==> src/rtl/gol_matrix_scan_if.sv <==
// rtl/gol_matrix_scan_if.sv - generation input and LED matrix output bundle for gol_matrix_scan
//
// Signals:
//   grid        64  generation to display; row r = grid[8r+7:8r], bit c = column c
//   grid_valid   1  one-cycle strobe qualifying grid
//   row_sel      8  one-hot row enable (inverted in the active-low build)
//   col_data     8  column drive for the selected row (inverted in the active-low build)
//   frame_done   1  one-cycle pulse on the last scan cycle of row 7
//   pending      1  a captured generation waits for the next frame boundary
// Modports: master = generation source / matrix sink, slave = gol_matrix_scan.
interface gol_matrix_scan_if;
    logic [63:0] grid;
    logic        grid_valid;
    logic [7:0]  row_sel;
    logic [7:0]  col_data;
    logic        frame_done;
    logic        pending;

    modport master (
        output grid,
        output grid_valid,
        input  row_sel,
        input  col_data,
        input  frame_done,
        input  pending
    );

    modport slave (
        input  grid,
        input  grid_valid,
        output row_sel,
        output col_data,
        output frame_done,
        output pending
    );
endinterface

==> src/rtl/gol_matrix_scan.sv <==
// rtl/gol_matrix_scan.sv - multiplexed 8x8 LED matrix scanner for the Game-of-Life grid
//
// Scans the displayed generation one row at a time: BLANK all-off cycles, then
// DWELL lit cycles per row. New generations are captured into a pending buffer
// and only swapped into the displayed copy at the row-7 frame boundary.
//
// Ports:
//   clk    in  system clock, rising edge
//   reset  in  asynchronous active-low reset
//   bus    gol_matrix_scan_if.slave (grid, grid_valid in; row_sel, col_data,
//          frame_done, pending out)
// Parameters: DWELL (lit cycles per row, >= 1), BLANK (off cycles before each row).
// Build option: GOL_SCAN_ACTIVE_LOW_EN inverts row_sel/col_data (off = 8'hFF).
module gol_matrix_scan #(
    parameter int DWELL = 1000,
    parameter int BLANK = 2
) (
    input  logic             clk,
    input  logic             reset,
    gol_matrix_scan_if.slave bus
);

    localparam int MAXC = (DWELL > BLANK) ? DWELL : BLANK;
    localparam int CW   = $clog2(MAXC + 1);

    localparam logic [CW-1:0] DWELL_LAST = CW'(DWELL - 1);
    localparam logic [CW-1:0] BLANK_LAST = CW'((BLANK > 0) ? BLANK - 1 : 0);

`ifdef GOL_SCAN_ACTIVE_LOW_EN
    localparam logic [7:0] OFF = 8'hFF;
`else
    localparam logic [7:0] OFF = 8'h00;
`endif

    typedef enum logic [1:0] {
        S_IDLE,
        S_BLANK,
        S_SHOW
    } state_t;

    // Each row begins with blanking unless blanking is configured away.
    localparam state_t ROW_START = (BLANK == 0) ? S_SHOW : S_BLANK;

    state_t          state;
    state_t          nxt_state;
    logic [2:0]      row;
    logic [2:0]      nxt_row;
    logic [CW-1:0]   cnt;
    logic [CW-1:0]   nxt_cnt;
    logic [63:0]     shadow;
    logic [63:0]     pend_buf;
    logic            pend_flag;
    logic            boundary;
    logic [7:0]      row_sel_q;
    logic [7:0]      col_data_q;
    logic            frame_done_q;

    assign boundary = (state == S_SHOW) && (row == 3'd7) && (cnt == DWELL_LAST);

    always_comb begin
        nxt_state = state;
        nxt_row   = row;
        nxt_cnt   = cnt;
        unique case (state)
            S_IDLE: begin
                if (bus.grid_valid) begin
                    nxt_state = ROW_START;
                    nxt_row   = 3'd0;
                    nxt_cnt   = '0;
                end
            end
            S_BLANK: begin
                if (cnt == BLANK_LAST) begin
                    nxt_state = S_SHOW;
                    nxt_cnt   = '0;
                end else begin
                    nxt_cnt = cnt + CW'(1);
                end
            end
            S_SHOW: begin
                if (cnt == DWELL_LAST) begin
                    nxt_state = ROW_START;
                    nxt_row   = row + 3'd1;
                    nxt_cnt   = '0;
                end else begin
                    nxt_cnt = cnt + CW'(1);
                end
            end
            default: begin
                nxt_state = S_IDLE;
            end
        endcase
    end

    always_ff @(posedge clk or negedge reset) begin
        if (!reset) begin
            state        <= S_IDLE;
            row          <= 3'd0;
            cnt          <= '0;
            shadow       <= 64'd0;
            pend_buf     <= 64'd0;
            pend_flag    <= 1'b0;
            row_sel_q    <= OFF;
            col_data_q   <= OFF;
            frame_done_q <= 1'b0;
        end else begin
            state <= nxt_state;
            row   <= nxt_row;
            cnt   <= nxt_cnt;

            if (state == S_IDLE) begin
                if (bus.grid_valid) begin
                    shadow <= bus.grid;
                end
            end else if (boundary) begin
                // A strobe coinciding with the boundary beats the older buffered one.
                if (bus.grid_valid) begin
                    shadow <= bus.grid;
                end else if (pend_flag) begin
                    shadow <= pend_buf;
                end
                pend_flag <= 1'b0;
            end else if (bus.grid_valid) begin
                pend_buf  <= bus.grid;
                pend_flag <= 1'b1;
            end

            // Registered from the next-state decode so the pulse lands on the
            // boundary cycle itself, where a coincident strobe goes straight to shadow.
            frame_done_q <= (nxt_state == S_SHOW) && (nxt_row == 3'd7) && (nxt_cnt == DWELL_LAST);

            // Drive registers follow the state one cycle behind.
            if (state == S_SHOW) begin
                row_sel_q  <= (8'd1 << row) ^ OFF;
                col_data_q <= shadow[{row, 3'b000} +: 8] ^ OFF;
            end else begin
                row_sel_q  <= OFF;
                col_data_q <= OFF;
            end
        end
    end

    assign bus.row_sel    = row_sel_q;
    assign bus.col_data   = col_data_q;
    assign bus.frame_done = frame_done_q;
    assign bus.pending    = pend_flag;

endmodule
==> src/flat_wrapper.sv <==
// flat-port wrapper written by rule: the top's interface ports become plain ports
module gol_matrix_scan_flat 
#(
    parameter int DWELL = 1000,
    parameter int BLANK = 2
)
  (clk, reset, bus_grid, bus_grid_valid, bus_row_sel, bus_col_data, bus_frame_done, bus_pending);
  gol_matrix_scan_if bus_i ();
  input  logic clk;
  input  logic reset;
  input wire logic [$bits(bus_i.grid)-1:0] bus_grid;
  input wire logic [$bits(bus_i.grid_valid)-1:0] bus_grid_valid;
  output wire logic [$bits(bus_i.row_sel)-1:0] bus_row_sel;
  output wire logic [$bits(bus_i.col_data)-1:0] bus_col_data;
  output wire logic [$bits(bus_i.frame_done)-1:0] bus_frame_done;
  output wire logic [$bits(bus_i.pending)-1:0] bus_pending;
  assign bus_i.grid = bus_grid;
  assign bus_i.grid_valid = bus_grid_valid;
  assign bus_row_sel = bus_i.row_sel;
  assign bus_col_data = bus_i.col_data;
  assign bus_frame_done = bus_i.frame_done;
  assign bus_pending = bus_i.pending;
  gol_matrix_scan #(.DWELL(DWELL), .BLANK(BLANK)) u_core (.clk(clk), .reset(reset), .bus(bus_i));
endmodule
==> config.mk <==
export PLATFORM = sky130hd
export DESIGN_NAME = gol_matrix_scan_flat
export DESIGN_NICKNAME = d
export VERILOG_FILES = /design/src/rtl/gol_matrix_scan_if.sv /design/src/rtl/gol_matrix_scan.sv /design/src/flat_wrapper.sv
export SDC_FILE = /design/constraint.sdc
export NUM_CORES = 1
export LEC_CHECK = 0
export ABC_CLOCK_PERIOD_IN_PS = 2000
export BUFFER_PORTS_ARGS = -buffer_cell sky130_fd_sc_hd__buf_2
export CAP_MARGIN = 20
export CORE_ASPECT_RATIO = 0.9
export CORE_MARGIN = 5
export CORE_UTILIZATION = 54
export CTS_CLUSTER_DIAMETER = 50
export DETAILED_ROUTE_END_ITERATION = 12
export PLACE_DENSITY = 0.8
export SLEW_MARGIN = 20
export SYNTH_ARGS = -nofsm -noshare
export SYNTH_HDL_FRONTEND = slang
export SYNTH_SLANG_ARGS = --single-unit
==> constraint.sdc <==
create_clock -name clk -period 2 [get_ports clk]
set_clock_uncertainty 0.15 [all_clocks]
set_input_delay 0.3 -clock clk [delete_from_list [all_inputs] [get_ports clk]]
set_output_delay 0.3 -clock clk [all_outputs]
set_load 0.02 [all_outputs]
# Yosys cells after proc, flatten, opt, wreduce, memory -nomap -nowiden
# Index checks and enable logic that the tools add are counted.
classes:
  n_eq_ne: 10
  n_mux: 20
  shift: 2
  n_reduce_logical: 10
  n_bitwise: 2
  n_addsub: 2
ops:
  columns: ["op", "n"]
  rows:
  - ["$mux 64", 5]
  - ["$shiftx 64x7->8", 1]
  - ["$mux 10", 3]
  - ["$pmux 10 s3", 1]
  - ["$eq 10x10->1 const B", 2]
  - ["$mux 8", 2]
  - ["$add 10x1->10 const B", 1]
  - ["$eq 10x1->1 const B", 1]
  - ["$shl 1x3->8 const A", 1]
  - ["$eq 3x3->1 const B", 2]
  - ["$mux 2", 3]
  - ["$mux 3", 2]
  - ["$pmux 2 s3", 1]
  - ["$pmux 3 s2", 1]
  - ["$reduce_and 3->1", 2]
  - ["$eq 2x2->1 const B", 2]
  - ["$logic_and 1x1->1", 4]
  - ["$reduce_bool 2->1", 2]
  - ["$add 3x1->3 const B", 1]
  - ["$ne 3x2->1 const B", 1]
  - ["$eq 2x1->1 const B", 1]
  - ["$logic_not 2->1", 1]
  - ["$mux 1", 2]
  - ["$ne 2x2->1 const B", 1]
  - ["other kinds (2)", 3]
word_totals:
  reg_bits: 161
  output_inout_bits: 18
  wordCells: 55

# Logic depth before layout (Yosys ltp)
# Gate-level depths: netlist of run 1.
logic_depth:
  ltp_word: 6
  mapped_depth: 8
  ltp_nobuf: 7

# Worst setup path before layout of run 1
# No wires, ideal clock.
synth_timing:
  path_type: "register to register"
  startpoint: "register u_core.cnt[0]"
  endpoint: "register u_core.pend_buf[0]"
  setup_ns: 0.125
  t_arrival_ns: 1.954
  setup_slack_ns: -0.229
  path_stages_with_launch: 9
  path_buffers: 2
  period_less_slack_ns: 2.229
  path_cell_list: "dfrtp_1 > ha_1 > and4bb_4 > nand4_4 > a21o_1 > nand2_2 > buf_12 > buf_12 > mux2_4"
synth_via:
  elab_chain_cells: 4
synth_rtl:
  columns: ["element", "line", "rtl"]
  rows:
  - ["start: declaration", "gol_matrix_scan.sv:48", "logic [CW-1:0] cnt;"]
  - ["start signal: assignment", "gol_matrix_scan.sv:109", "cnt <= nxt_cnt;"]
  - ["$eq 10x10->1", "gol_matrix_scan.sv:58", "assign boundary = (state == S_SHOW) && (row == 3'd7) && (cnt == DWELL_LAST);"]
  - ["$logic_and 1x1->1", "gol_matrix_scan.sv:58", null]
  - ["$not 1->1 (no source line)", null, null]
  - ["$reduce_and 3->1 (no source line)", null, null]
  - ["end signal: assignment", "gol_matrix_scan.sv:124", "pend_buf <= bus.grid;"]
  - ["end: declaration", "gol_matrix_scan.sv:51", "logic [63:0] pend_buf;"]
# No other way between the ends.
# A chain may end at the register's enable or synchronous reset.

# Final worst setup path of run 1
layout_timing:
  startpoint: "register u_core.row[0]"
  endpoint: "register u_core.shadow[60]"
layout_via:
  elab_chain_cells: 5
layout_rtl:
  columns: ["element", "line", "rtl"]
  rows:
  - ["start: declaration", "gol_matrix_scan.sv:46", "logic [2:0] row;"]
  - ["start signal: assignment", "gol_matrix_scan.sv:108", "row <= nxt_row;"]
  - ["$eq 3x3->1 *", "gol_matrix_scan.sv:58", null]
  - ["$logic_and 1x1->1 * (2 in a row)", "gol_matrix_scan.sv:58", null]
  - ["$ne 3x2->1 (no source line) / $reduce_bool 2->1 (equally long branches)", null, null]
  - ["$reduce_and 3->1 (no source line) *", null, null]
  - ["end signal: assignment", "gol_matrix_scan.sv:113", "shadow <= bus.grid;"]
  - ["end signal: assignment", "gol_matrix_scan.sv:118", "shadow <= bus.grid;"]
  - ["end signal: assignment", "gol_matrix_scan.sv:120", "shadow <= pend_buf;"]
  - ["end: declaration", "gol_matrix_scan.sv:50", "logic [63:0] shadow;"]
# Every way passes the cells marked *; elsewhere a longest branch is shown, timed or not.

==> impl_summary.log, run 1 <==
INFO  metric number_of_synthesized_flops_with_an_enable_pin = 0
INFO  metric detail_route.vias_per_cell = around 5.7
INFO  metric synthDistinctLibCells = 62
INFO  metric final_hold_viol_count = 0
INFO  metric postLayoutSetupSlackWorst = -0.191 ns
INFO  metric max_slew_headroom = 66.9%
INFO  metric fp-row-count = 42
INFO  metric numClockSinks = 161
INFO  metric timing_limited_maximum_frequency = between 0.4 and 0.5 GHz
INFO  metric detailedPlacementHpwl = 12,700 um
INFO  metric grt.overflow.total = 0
INFO  metric ff2ff_path_depth = 11
INFO  metric clk_pin_slew = 0.06 ns
INFO  metric syn_avg_cell_area = 12.9 um^2
INFO  metric syn_area = slightly above 0.008 mm^2
INFO  metric crit_path_max_fanout = 6
INFO  metric grt_first_pass_wirelength = between 30,000 and 40,000 um
INFO  metric longest_individual_stage_delay_on_the_worst_path = 0.37 ns
INFO  metric cts_tree = built
INFO  metric synthCells = 641
INFO  metric arrival = roughly 2.4 ns
INFO  metric final-setup-viol-count = roughly 140
INFO  metric gp_congestion = roughly 0.85
INFO  metric timing.final.crit_period = ~2.2 ns
INFO  metric clock_latency = roughly 0.43 ns
INFO  metric crit_chain = ha_2 > ha_2 > nand4_4 > buf_6 > a211oi_4 > buf_6 > buf_12 > buf_12 > buf_16 > nor2_2 > a21oi_2
INFO  metric coreArea = about 0.015 mm^2
INFO  metric post_route_cells_drive_above_1_share = between 40% and 50%
INFO  metric most_frequently_used_flop_master_after_synthesis = dfrtp_1
INFO  metric portBuffers = 84
INFO  metric synth.top_cells.by_area = dfrtp_1 49%, mux2_4 8.9%, mux2i_1 7.9%
INFO  metric grt_antenna_before_repair = 0
INFO  metric unrepaired_setup_endpoints_after_global_routing = yes
INFO  metric irDropWorstVdd = 0.881 mV
INFO  metric grt_max_degree = between 40 and 50
INFO  metric floorplan.initialDensity = approximately 55%
INFO  metric endpoint_kind = register
INFO  metric synthArstFlopShare = 100%
INFO  metric grt_util_overall = approximately 24%
INFO  metric wl_per_cell = about 21 um
INFO  metric powerDensity = around 1500 mW/mm^2
INFO  metric status = finished with violations
INFO  metric worst_ep_required_time = 2.20 ns
INFO  metric cell_with_the_most_instances_after_synthesis = dfrtp_1
INFO  metric drc = 0
INFO  metric timing_worst_slew_pin_value = 0.496 ns
INFO  metric first_global_vias = ~6.5k
INFO  metric synth-seq-area-share = between 40% and 50%
INFO  metric diodes = 0
INFO  metric min_path_type = in -> async
INFO  metric min_period_over_period = 110%
INFO  metric dieHeight = roughly 130 um
INFO  metric maxCapViolations = 0
INFO  metric cts_root_buffer = clkbuf_16
INFO  metric regToRegSetupSlack = -0.19 ns
INFO  metric nets = 929
INFO  metric yosysTopAreaCell = dfrtp_1
INFO  metric path_class = reg -> reg
INFO  metric netlist_top_cells_count = 161 x dfrtp_1, 65 x mux2i_1, 62 x nor2_1
INFO  metric reg2reg_launch_point = u_core.row[0]$_DFF_PN0_
INFO  metric crit_start_category = register
INFO  metric io_pins = 85
INFO  metric violations = setup timing
INFO  metric yosys.area.top_type_share = approximately half
INFO  metric wirelength = 22,500 um
INFO  metric die_area = 0.0179 mm^2
INFO  metric detailroute.via_count = just over 6k
INFO  metric power.leakage = around 0.0052 uW
INFO  metric clk_path_buf_depth = 2
INFO  metric dpl_worst_slack = -0.123 ns
INFO  metric timing.rr.end = u_core.shadow[60]$_DFFE_PN0P_
INFO  metric ys_ff_latch = around 160
INFO  metric yosys_warnings = 0
INFO  metric synthesized_netlist_net_count = 716
INFO  metric cts_made_buffers = 17
INFO  metric dpl.cell_count = 935
INFO  metric area_overhead_of_the_layout_relative_to_synthesis = 35.4%
INFO  metric first_pass_drt_iterations = 5
INFO  metric chipWidth = approximately 140 um
INFO  metric slew_violations = 0
INFO  metric detail-route-antenna-nets = 0
INFO  metric cts_max_level = 4
INFO  metric first_iter_violations = roughly 530
INFO  metric hold-worst-slack = roughly 0.23 ns
INFO  metric cp_slowest_cell = dfrtp_1
INFO  metric final_cells = about 1.1k
## area by class of cell
type / instances / area [um^2]
Clock buffer: 25 / 495
Clock inverter: 5 / 30.0
Fill cell: 881 / 3700
Inverter: 11 / 41.3
Multi-Input combinational cell: 423 / 4120
Sequential cell: 161 / 4030
Tap cell: 198 / 248
Timing Repair Buffer: 240 / 2210
## through the flow
step	util [%]	total power (uW)	TNS (ns)	area [um^2]
floorplan	-	9960	-1.48	8270
global placement	61.0	11000	-4.39	9080
detailed placement	61.0	11300	-9.35	9080
CTS	72.6	15400	-4.81	10800
global route	75.1	17100	-17.95	11200
finish	75.1	16400	-11.62	11200
## worst max path at each step
| stage | start | to | depth (start not counted) |
|---|---|---|---|
| 2_1_floorplan | u_core.cnt[0]$_DFF_PN0_ | u_core.pend_buf[0]$_DFFE_PN0P_ | 8 |
| 3_3_place_gp | u_core.cnt[5]$_DFF_PN0_ | u_core.shadow[32]$_DFFE_PN0P_ | 8 |
| 3_5_place_dp | u_core.cnt[1]$_DFF_PN0_ | u_core.bus.frame_done$_DFF_PN0_ | 6 |
| 4_1_cts | u_core.cnt[1]$_DFF_PN0_ | u_core.shadow[29]$_DFFE_PN0P_ | 10 |
| 5_1_grt | u_core.row[0]$_DFF_PN0_ | u_core.shadow[60]$_DFFE_PN0P_ | 11 |
| 6_report | u_core.row[0]$_DFF_PN0_ | u_core.shadow[60]$_DFFE_PN0P_ | 11 |
## repair_timing
action	4_1_cts	5_1_grt
gates cloned	5	9
pin swaps	13	8
setup buffers	21	3
hold endpoints to repair	108	0
setup endpoints to repair	130	140
hold buffers	65	0
resized for setup	65	47
## critical path, delay by kind of cell (launching register included)
family	cells	cell delay (ns)
AND/OR/NAND/NOR	2	0.16
adder cells (fa/ha/maj)	2	0.41
flip-flops	1	0.37
AO/OA/AOI/OAI	2	0.35
buffers and inverters	5	0.66
## power breakdown
part | switching (uW) | internal [uW] | total, uW
clock | 1270 | 1700 | 2970
combinational | 3510 | 4100 | 7610
sequential | 1110 | 4690 | 5790
total | 5890 | 10500 | 16400
## cells by family after synthesis
logic type,Yosys count,synth area share (%)
buf+inv,58,6.29
flops,161,48.8
compound gates,119,11.1
mux,145,23.2
fa+ha+maj,9,1.33
simple gates,149,9.26
## placed cells by master, fill, tap and decap left out, types with 25 or more instances in the layout
master,n
dlygate4sd3_1,65
clkbuf_16,25
dfrtp_1,159
buf_4,54
nand2_1,28
mux2_4,62
mux2i_1,65
a21oi_2,58
buf_2,83
nor2_1,46
## per-layer routing
metal  GRT usage, %  up-vias  routed length (um)
li1               -     2717                   -
met1           31.6     3076                9360
met2           39.6      251               11200
met3           6.09       62                1340
met4           9.23        0                 655
met5              0        -                   0
## sequential cells by signal, summed over array words and instances (netlist names)
signal	cells
u_core.bus.col_data	8
u_core.bus.frame_done	1
u_core.bus.pending	1
u_core.bus.row_sel	8
u_core.cnt	10
u_core.pend_buf	64
u_core.row	3
u_core.shadow	64
u_core.state	2
No activity file was read; power rests on OpenSTA's default activity.
==> inputs of run 2 (changes only) <==
--- a/config.mk
+++ b/config.mk
@@ -5,15 +5,16 @@
 export SDC_FILE = /design/constraint.sdc
 export NUM_CORES = 1
 export LEC_CHECK = 0
-export ABC_CLOCK_PERIOD_IN_PS = 2000
+export ABC_CLOCK_PERIOD_IN_PS = 2600
 export BUFFER_PORTS_ARGS = -buffer_cell sky130_fd_sc_hd__buf_2
 export CAP_MARGIN = 20
 export CORE_ASPECT_RATIO = 0.9
 export CORE_MARGIN = 5
-export CORE_UTILIZATION = 54
+export CORE_UTILIZATION = 60
 export CTS_CLUSTER_DIAMETER = 50
 export DETAILED_ROUTE_END_ITERATION = 12
-export PLACE_DENSITY = 0.8
+export PLACE_DENSITY = 0.84
+export REMOVE_ABC_BUFFERS = 1
 export SLEW_MARGIN = 20
 export SYNTH_ARGS = -nofsm -noshare
 export SYNTH_HDL_FRONTEND = slang
==> constraint.sdc (replaced) <==
create_clock -name clk -period 2.6 [get_ports clk]
set_clock_uncertainty 0.15 [all_clocks]
set_input_delay 0.39 -clock clk [delete_from_list [all_inputs] [get_ports clk]]
set_output_delay 0.39 -clock clk [all_outputs]
set_load 0.02 [all_outputs]
==> impl_summary.log, run 2 (synthesized netlist as in run 1, its figures left out) <==
INFO  metric layout.cells.most_common_list = 161 x dfrtp_1, 83 x buf_2, 65 x mux2i_1
INFO  metric drc = 0
INFO  metric fillers = 924
INFO  metric ctsResizeCount = 0
INFO  metric first_pass_drt_iterations = 5
INFO  metric wl_per_cell = 19.1 um
INFO  metric total_area_of_sequential_cells = between 0.004 and 0.005 mm^2
INFO  metric met1_usage = around 30%
INFO  metric crit_start_category = register
INFO  metric sum_neg_setup_slack = 0 ns
INFO  metric ff2ff_path_depth = 7
INFO  metric detail-route-antenna-nets = 0
INFO  metric coreArea = around 0.013 mm^2
INFO  metric holdPathStages = 2
INFO  metric portBuffers = 84
INFO  metric cp_slowest_cell = buf_12
INFO  metric cts_made_buffers = 17
INFO  metric first_iter_violations = between 600 and 700
INFO  metric grt.overflow.total = 0
INFO  metric diodes = 0
INFO  metric endpoint_kind = register
INFO  metric clk_pin_slew = approximately 0.06 ns
INFO  metric post_route_cells_drive_above_1_share = 41.0%
INFO  metric io_pins = 85
INFO  metric cts.repair_timing.setup_buffer_count = 0
INFO  metric grt_max_degree = 81
INFO  metric grt_util_overall = 22.6%
INFO  metric arrival = 2.61 ns
INFO  metric first_global_vias = approximately 5.6k
INFO  metric crit_chain = ha_1 > and4bb_4 > nand4_4 > a211oi_4 > buf_12 > nor2_1 > a21oi_2
INFO  metric irDropWorstVdd = roughly 0.7 mV
INFO  metric postLayoutSetupSlackWorst = ~0.2 ns
INFO  metric unrepaired_setup_endpoints_after_global_routing = no
INFO  metric chipWidth = 134 um
INFO  metric nets = approximately 800
INFO  metric dpl.cell_count = between 800 and 900
INFO  metric gp_congestion = approximately 0.97
INFO  metric dieHeight = around 120 um
INFO  metric wirelength = around 17,000 um
INFO  metric detailroute.via_count = about 5.3k
INFO  metric die_area = roughly 0.016 mm^2
INFO  metric min_path_type = in -> reg
INFO  metric max_slew_headroom = 62.9%
INFO  metric numClockSinks = 161
INFO  metric power.leakage = 0.00442 uW
INFO  metric timing.final.crit_period = around 2.4 ns
INFO  metric grt_first_pass_wirelength = about 29,000 um
INFO  metric grtUsageMet2 = around 37%
INFO  metric path_class = reg -> reg
INFO  metric detail_route.vias_per_cell = around 5.9
INFO  metric timing_worst_slew_pin_value = between 0.5 and 0.6 ns
INFO  metric powerDensity = 1170 mW/mm^2
INFO  metric worst_ep_required_time = 2.81 ns
INFO  metric timing_limited_maximum_frequency = around 0.42 GHz
INFO  metric met3_usage = between 6 and 7%
INFO  metric cts_tree = built
INFO  metric final_hold_viol_count = 0
INFO  metric crit_path_max_fanout = 80
INFO  metric fp-row-count = 40
INFO  metric clk_path_buf_depth = 2
INFO  metric status = finished clean
INFO  metric hold-worst-slack = 0.0520 ns
INFO  metric reg_top3 = u_core.pend_buf (64), u_core.shadow (64), u_core.cnt (10)
INFO  metric reg2reg_launch_point = u_core.cnt[1]$_DFF_PN0_
INFO  metric timing.rr.end = u_core.shadow[26]$_DFFE_PN0P_
INFO  metric cts_max_level = 4
INFO  metric final-setup-viol-count = 0
INFO  metric dpl_worst_slack = 0.276 ns
INFO  metric detailedPlacementHpwl = around 12,000 um
INFO  metric worstHoldEndpoint = u_core.pend_buf[39]$_DFFE_PN0P_
INFO  metric cts_root_buffer = clkbuf_16
INFO  metric floorplan.initialDensity = 61.5%
INFO  metric hold_start = bus_grid[39]
INFO  metric min_period_over_period = between 90 and 100%
INFO  metric slew_violations = 0
INFO  metric area_overhead_of_the_layout_relative_to_synthesis = 13.3%
INFO  metric layout.core_utilization = 69.7%
INFO  metric multi_input_comb_area = approximately 0.0037 mm^2
INFO  metric maxCapViolations = 0
INFO  metric layout.cells.most_common = dfrtp_1
INFO  metric longest_individual_stage_delay_on_the_worst_path = just under 0.4 ns
INFO  metric clock_latency = approximately 0.44 ns
INFO  metric grt.busiest_layer = met2
INFO  metric final_cells = ~900
INFO  metric regToRegSetupSlack = around 0.20 ns
INFO  metric grt_antenna_before_repair = 0
INFO  metric cts_hold_repair.buffers = 1
==> run 2: cell count changes in the layout (fill, tap and decap cells not counted), sizes merged <==
cell and delta:
dlygate4sd3 -64, buf -58, clkbuf -6, bufinv +2, clkinvlp -2, clkinv -1, nand2 -1
==> run 2: how the worst max path moves through the flow <==
| stage | end | from | cells after the start |
|---|---|---|---|
| 2_1_floorplan | u_core.shadow[10]$_DFFE_PN0P_ | u_core.row[0]$_DFF_PN0_ | 6 |
| 3_3_place_gp | u_core.pend_buf[36]$_DFFE_PN0P_ | u_core.cnt[1]$_DFF_PN0_ | 7 |
| 3_5_place_dp | u_core.shadow[26]$_DFFE_PN0P_ | u_core.cnt[1]$_DFF_PN0_ | 7 |
| 4_1_cts | u_core.shadow[43]$_DFFE_PN0P_ | u_core.cnt[1]$_DFF_PN0_ | 7 |
| 5_1_grt | u_core.shadow[0]$_DFFE_PN0P_ | u_core.cnt[1]$_DFF_PN0_ | 7 |
| 6_report | u_core.shadow[26]$_DFFE_PN0P_ | u_core.cnt[1]$_DFF_PN0_ | 7 |
==> run 2: layout make-up <==
cell class / instances / area share [%]
clock buffers: 27 / 5.70
clock inverters: 4 / 0.750
inverters: 11 / 0.442
multi-input cells: 422 / 39.9
flip-flops and latches: 161 / 43.1
well taps: 168 / 2.25
repair buffers: 110 / 7.88
==> run 2: critical path: cells and delay by family, from the launching register on <==
kind | cells | cell delay, ns
fa+ha+maj | 1 | 0.31
buf+inv | 1 | 0.39
compound gates | 2 | 0.48
flops | 1 | 0.37
simple gates | 3 | 0.56
==> run 2: stage by stage <==
step / total power, uW / cell area (um^2)
after global routing: 11500 / 9350
after global placement: 8090 / 8730
final: 10900 / 9350
after CTS: 11000 / 9350
after detailed placement: 8370 / 8730
after floorplan: 7350 / 7770
==> run 2: per-layer routing <==
layer,share of wire [%],vias to the layer above
met3,6.1,37
met1,42,2673
met5,0,-
met2,50,189
met4,2.1,0
li1,-,2446
==> run 2: where the power goes <==
part	total [uW]	switching, uW	internal, uW
combinational	4070	1990	2080
sequential	4310	710	3600
clock	2530	948	1580
==> inputs of run 3 (changes only) <==
--- a/config.mk
+++ b/config.mk
@@ -5,15 +5,16 @@
 export SDC_FILE = /design/constraint.sdc
 export NUM_CORES = 1
 export LEC_CHECK = 0
+export ABC_AREA = 1
 export ABC_CLOCK_PERIOD_IN_PS = 2600
-export BUFFER_PORTS_ARGS = -buffer_cell sky130_fd_sc_hd__buf_2
 export CAP_MARGIN = 20
 export CORE_ASPECT_RATIO = 0.9
 export CORE_MARGIN = 5
 export CORE_UTILIZATION = 60
 export CTS_CLUSTER_DIAMETER = 50
 export DETAILED_ROUTE_END_ITERATION = 12
-export PLACE_DENSITY = 0.84
+export DONT_BUFFER_PORTS = 1
+export PLACE_DENSITY = 0.79
 export REMOVE_ABC_BUFFERS = 1
 export SLEW_MARGIN = 20
 export SYNTH_ARGS = -nofsm -noshare
==> impl_summary.log, run 3 <==
INFO  metric status = finished with violations
INFO  metric violations = hold timing
INFO  metric cts_hold_repair.buffers = between 60 and 70
INFO  metric yosys_warnings = 0
INFO  metric dpl_worst_slack = roughly 0.12 ns
INFO  metric timing_worst_slew_pin_value = about 0.7 ns
INFO  metric final-setup-viol-count = 0
INFO  metric post-route-cell-area = 0.00896 mm^2
INFO  metric postLayoutSetupSlackWorst = ~0.16 ns
INFO  metric portBuffers = 0
INFO  metric clock_latency = roughly 0.42 ns
INFO  metric numClockSinks = 161
INFO  metric pwr-share-seq = about half
INFO  metric clk_pin_slew = ~0.06 ns
INFO  metric cts_max_level = 4
INFO  metric unrepaired_setup_endpoints_after_global_routing = no
INFO  metric synth.top_cells.by_area = dfrtp_1 53%, nand2_1 10%, o21ai_0 9.7%
INFO  metric first_global_vias = between 5k and 6k
INFO  metric longest_individual_stage_delay_on_the_worst_path = 0.42 ns
INFO  metric netSwitchingFraction = a little under a quarter
INFO  metric floorplan.initialDensity = 60.8%
INFO  metric first_iter_violations = 618
INFO  metric syn_avg_cell_area = about 8.2 um^2
INFO  metric drc = 0
INFO  metric detailedPlacementHpwl = 11,000 um
INFO  metric cts_root_buffer = clkbuf_16
INFO  metric yosys.area.top_type_share = a little over half
INFO  metric grt_antenna_before_repair = 0
INFO  metric worst_ep_required_time = 2.74 ns
INFO  metric synth-seq-area-share = between 50% and 60%
INFO  metric path_delay_family = simple AND/OR/NAND/NOR gates
INFO  metric max_slew_headroom = between 50% and 60%
INFO  metric dpl.cell_count = 1,068
INFO  metric netlist_top_cells_count = 208 x nand2_1, 161 x dfrtp_1, 148 x o21ai_0
INFO  metric coreArea = ~0.013 mm^2
INFO  metric powerDensity = about 620 mW/mm^2
INFO  metric sum_neg_setup_slack = 0 ns
INFO  metric chipWidth = between 100 and 150 um
INFO  metric wirelength = roughly 18,000 um
INFO  metric dpl_cell_area = ~0.0078 mm^2
INFO  metric ys_ff_latch = between 150 and 200
INFO  metric timing.final.crit_period = 2.44 ns
INFO  metric cp_slowest_cell = dfrtp_1
INFO  metric detail_route.vias_per_cell = approximately 5.4
INFO  metric timing_limited_maximum_frequency = 0.411 GHz
INFO  metric wl_per_cell = around 15 um
INFO  metric slew_violations = 0
INFO  metric first_pass_drt_iterations = 5
INFO  metric synthCells = 937
INFO  metric ff2ff_path_depth = 12
INFO  metric power.internal = 4260 uW
INFO  metric gp_congestion = between 0.9 and 1
INFO  metric layout.cells.most_common_list = 207 x nand2_1, 161 x dfrtp_1, 148 x o21ai_0
INFO  metric power_spent_charging_and_discharging_nets = approximately 1300 uW
INFO  metric crit_start_category = register
INFO  metric detail-route-antenna-nets = 0
INFO  metric cell_with_the_most_instances_after_synthesis = nand2_1
INFO  metric area_overhead_of_the_layout_relative_to_synthesis = 17.1%
INFO  metric min_path_type = in -> async
INFO  metric yosysTopAreaCell = dfrtp_1
INFO  metric post_route_cells_drive_above_1_share = between 7 and 8%
INFO  metric power.leakage = 0.00430 uW
INFO  metric cts.repair_timing.setup_buffer_count = 0
INFO  metric min_period_over_period = ~94%
INFO  metric reg_top3 = u_core.pend_buf (64), u_core.shadow (64), u_core.cnt (10)
INFO  metric irDropWorstVdd = 0.461 mV
INFO  metric final_cells = ~1.2k
INFO  metric maxCapViolations = 0
INFO  metric grt_max_degree = 162
INFO  metric grt_util_overall = 24.7%
INFO  metric diodes = 0
INFO  metric syn_area = ~0.0077 mm^2
INFO  metric die_area = 0.0151 mm^2
INFO  metric grt.overflow.total = 0
INFO  metric crit_cells = 12
INFO  metric arrival = ~2.6 ns
INFO  metric nets = roughly 1.1k
INFO  metric endpoint_kind = register
INFO  metric fp-row-count = 39
INFO  metric layout.cells.most_common = nand2_1
INFO  metric io_pins = 85
INFO  metric layout.core_utilization = 71.2%
INFO  metric path_buf_inv = 2
INFO  metric grt_first_pass_wirelength = 29,400 um
INFO  metric power.share.clock = about 43%
INFO  metric cts_made_buffers = 17
INFO  metric number_of_synthesized_flops_with_an_enable_pin = 0
INFO  metric most_frequently_used_flop_master_after_synthesis = dfrtp_1
INFO  metric detailroute.via_count = about 6.3k
INFO  metric synthArstFlopShare = 100%
INFO  metric crit_path_max_fanout = 54
INFO  metric synthDistinctLibCells = 32
INFO  metric final_hold_viol_count = 161
INFO  metric cts_tree = built
INFO  metric crit_chain = ha_1 > nand2_2 > nor2_2 > nand3_2 > nor2_4 > nand2_2 > nand2_1 > nor2_4 > inv_2 > buf_12 > nand2_1 > o21ai_0
INFO  metric power.combinational.fraction = under 10%
INFO  metric dieHeight = approximately 120 um
INFO  metric hold-worst-slack = -0.487 ns
INFO  metric clk_path_buf_depth = 2
INFO  metric path_class = reg -> reg
run 3: cell types whose count changed in the layout (fill, tap and decap cells not counted), moves of 49 or more:
cell           before  now
nand2_1            28  207
buf_2              83    0
inv_1              11  123
mux2_4             49    0
o21ai_0            12  148
a21oi_2            56    3
dlygate4sd3_1       1   62
mux2i_1            65    0
run 3: kinds of logic after synthesis:
logic type / count (synthesis) / synth area share [%]
AOI/OAI and AO/OA: 264 / 18.8
xor gates and xnor gates: 2 / 0.229
adders and majority gates: 8 / 1.31
buffers and inverters: 183 / 10.1
DFF: 161 / 52.7
and+or+nand+nor: 319 / 16.9
run 3: through the flow:
stage | power [uW] | hold WS [ns]
finish | 5530 | -0.487
detailed placement | 3110 | -0.0501
floorplan | 3020 | -0.0556
global placement | 3090 | -0.0499
CTS | 5550 | -0.501
global route | 5740 | -0.511
run 3: per-layer routing:
layer	up-vias	wire length, um	part of all wire (%)	global-route usage (%)
li1	3114	-	-	-
met1	2961	7990	45	34.4
met2	186	8650	48	39.9
met3	20	983	5.5	4.67
met4	0	219	1.2	7.14
met5	-	0	0	0
run 3: cell type report:
| class | instances | area [um^2] |
|---|---|---|
| Sequential cell | 161 | 4030 |
| Fill cell | 960 | 3630 |
| Multi-Input combinational cell | 594 | 2870 |
| Timing Repair Buffer | 82 | 821 |
| Clock buffer | 26 | 499 |
| Inverter | 130 | 488 |
| Tap cell | 164 | 205 |
| Clock inverter | 5 | 52.6 |
run 3: final timing paths:
| kind | start | to | slack (ns) |
|---|---|---|---|
| hold reg to reg | u_core.pend_buf[29]$_DFFE_PN0P_ | u_core.pend_buf[29]$_DFFE_PN0P_ | 0.33 |
| setup / recovery | u_core.cnt[1]$_DFF_PN0_ | u_core.pend_buf[61]$_DFFE_PN0P_ | 0.16 |
| min in group clk | bus_grid[47] | u_core.pend_buf[47]$_DFFE_PN0P_ | 0.01 |
| hold / removal | reset | u_core.bus.col_data[7]$_DFF_PN0_ | -0.49 |
| max in group asynchronous | reset | u_core.pend_buf[61]$_DFFE_PN0P_ | 2.55 |
| setup reg to reg | u_core.cnt[1]$_DFF_PN0_ | u_core.pend_buf[61]$_DFFE_PN0P_ | 0.16 |
run 3: timing repair:
action	CTS	global route
gates resized for setup	0	0
hold endpoints to repair	236	161
setup endpoints to repair	0	49
run 3: power groups by stage:
stage               registers [uW]  logic, uW  clock network [uW]
floorplan                     2770        249                   0
global placement              2780        311                   0
detailed placement            2790        325                   0
CTS                           2740        408                2390
global route                  2760        474                2500
finish                        2750        414                2370
run 3: worst reg2reg max path, cell delays in order (launching register included):
cell and delay, ns:
dfrtp_1 0.42, ha_1 0.24, nand2_2 0.10, nor2_2 0.05, nand3_2 0.12, nor2_4 0.06
nand2_2 0.09, nand2_1 0.17, nor2_4 0.41, inv_2 0.11, buf_12 0.20, nand2_1 0.09
o21ai_0 0.09
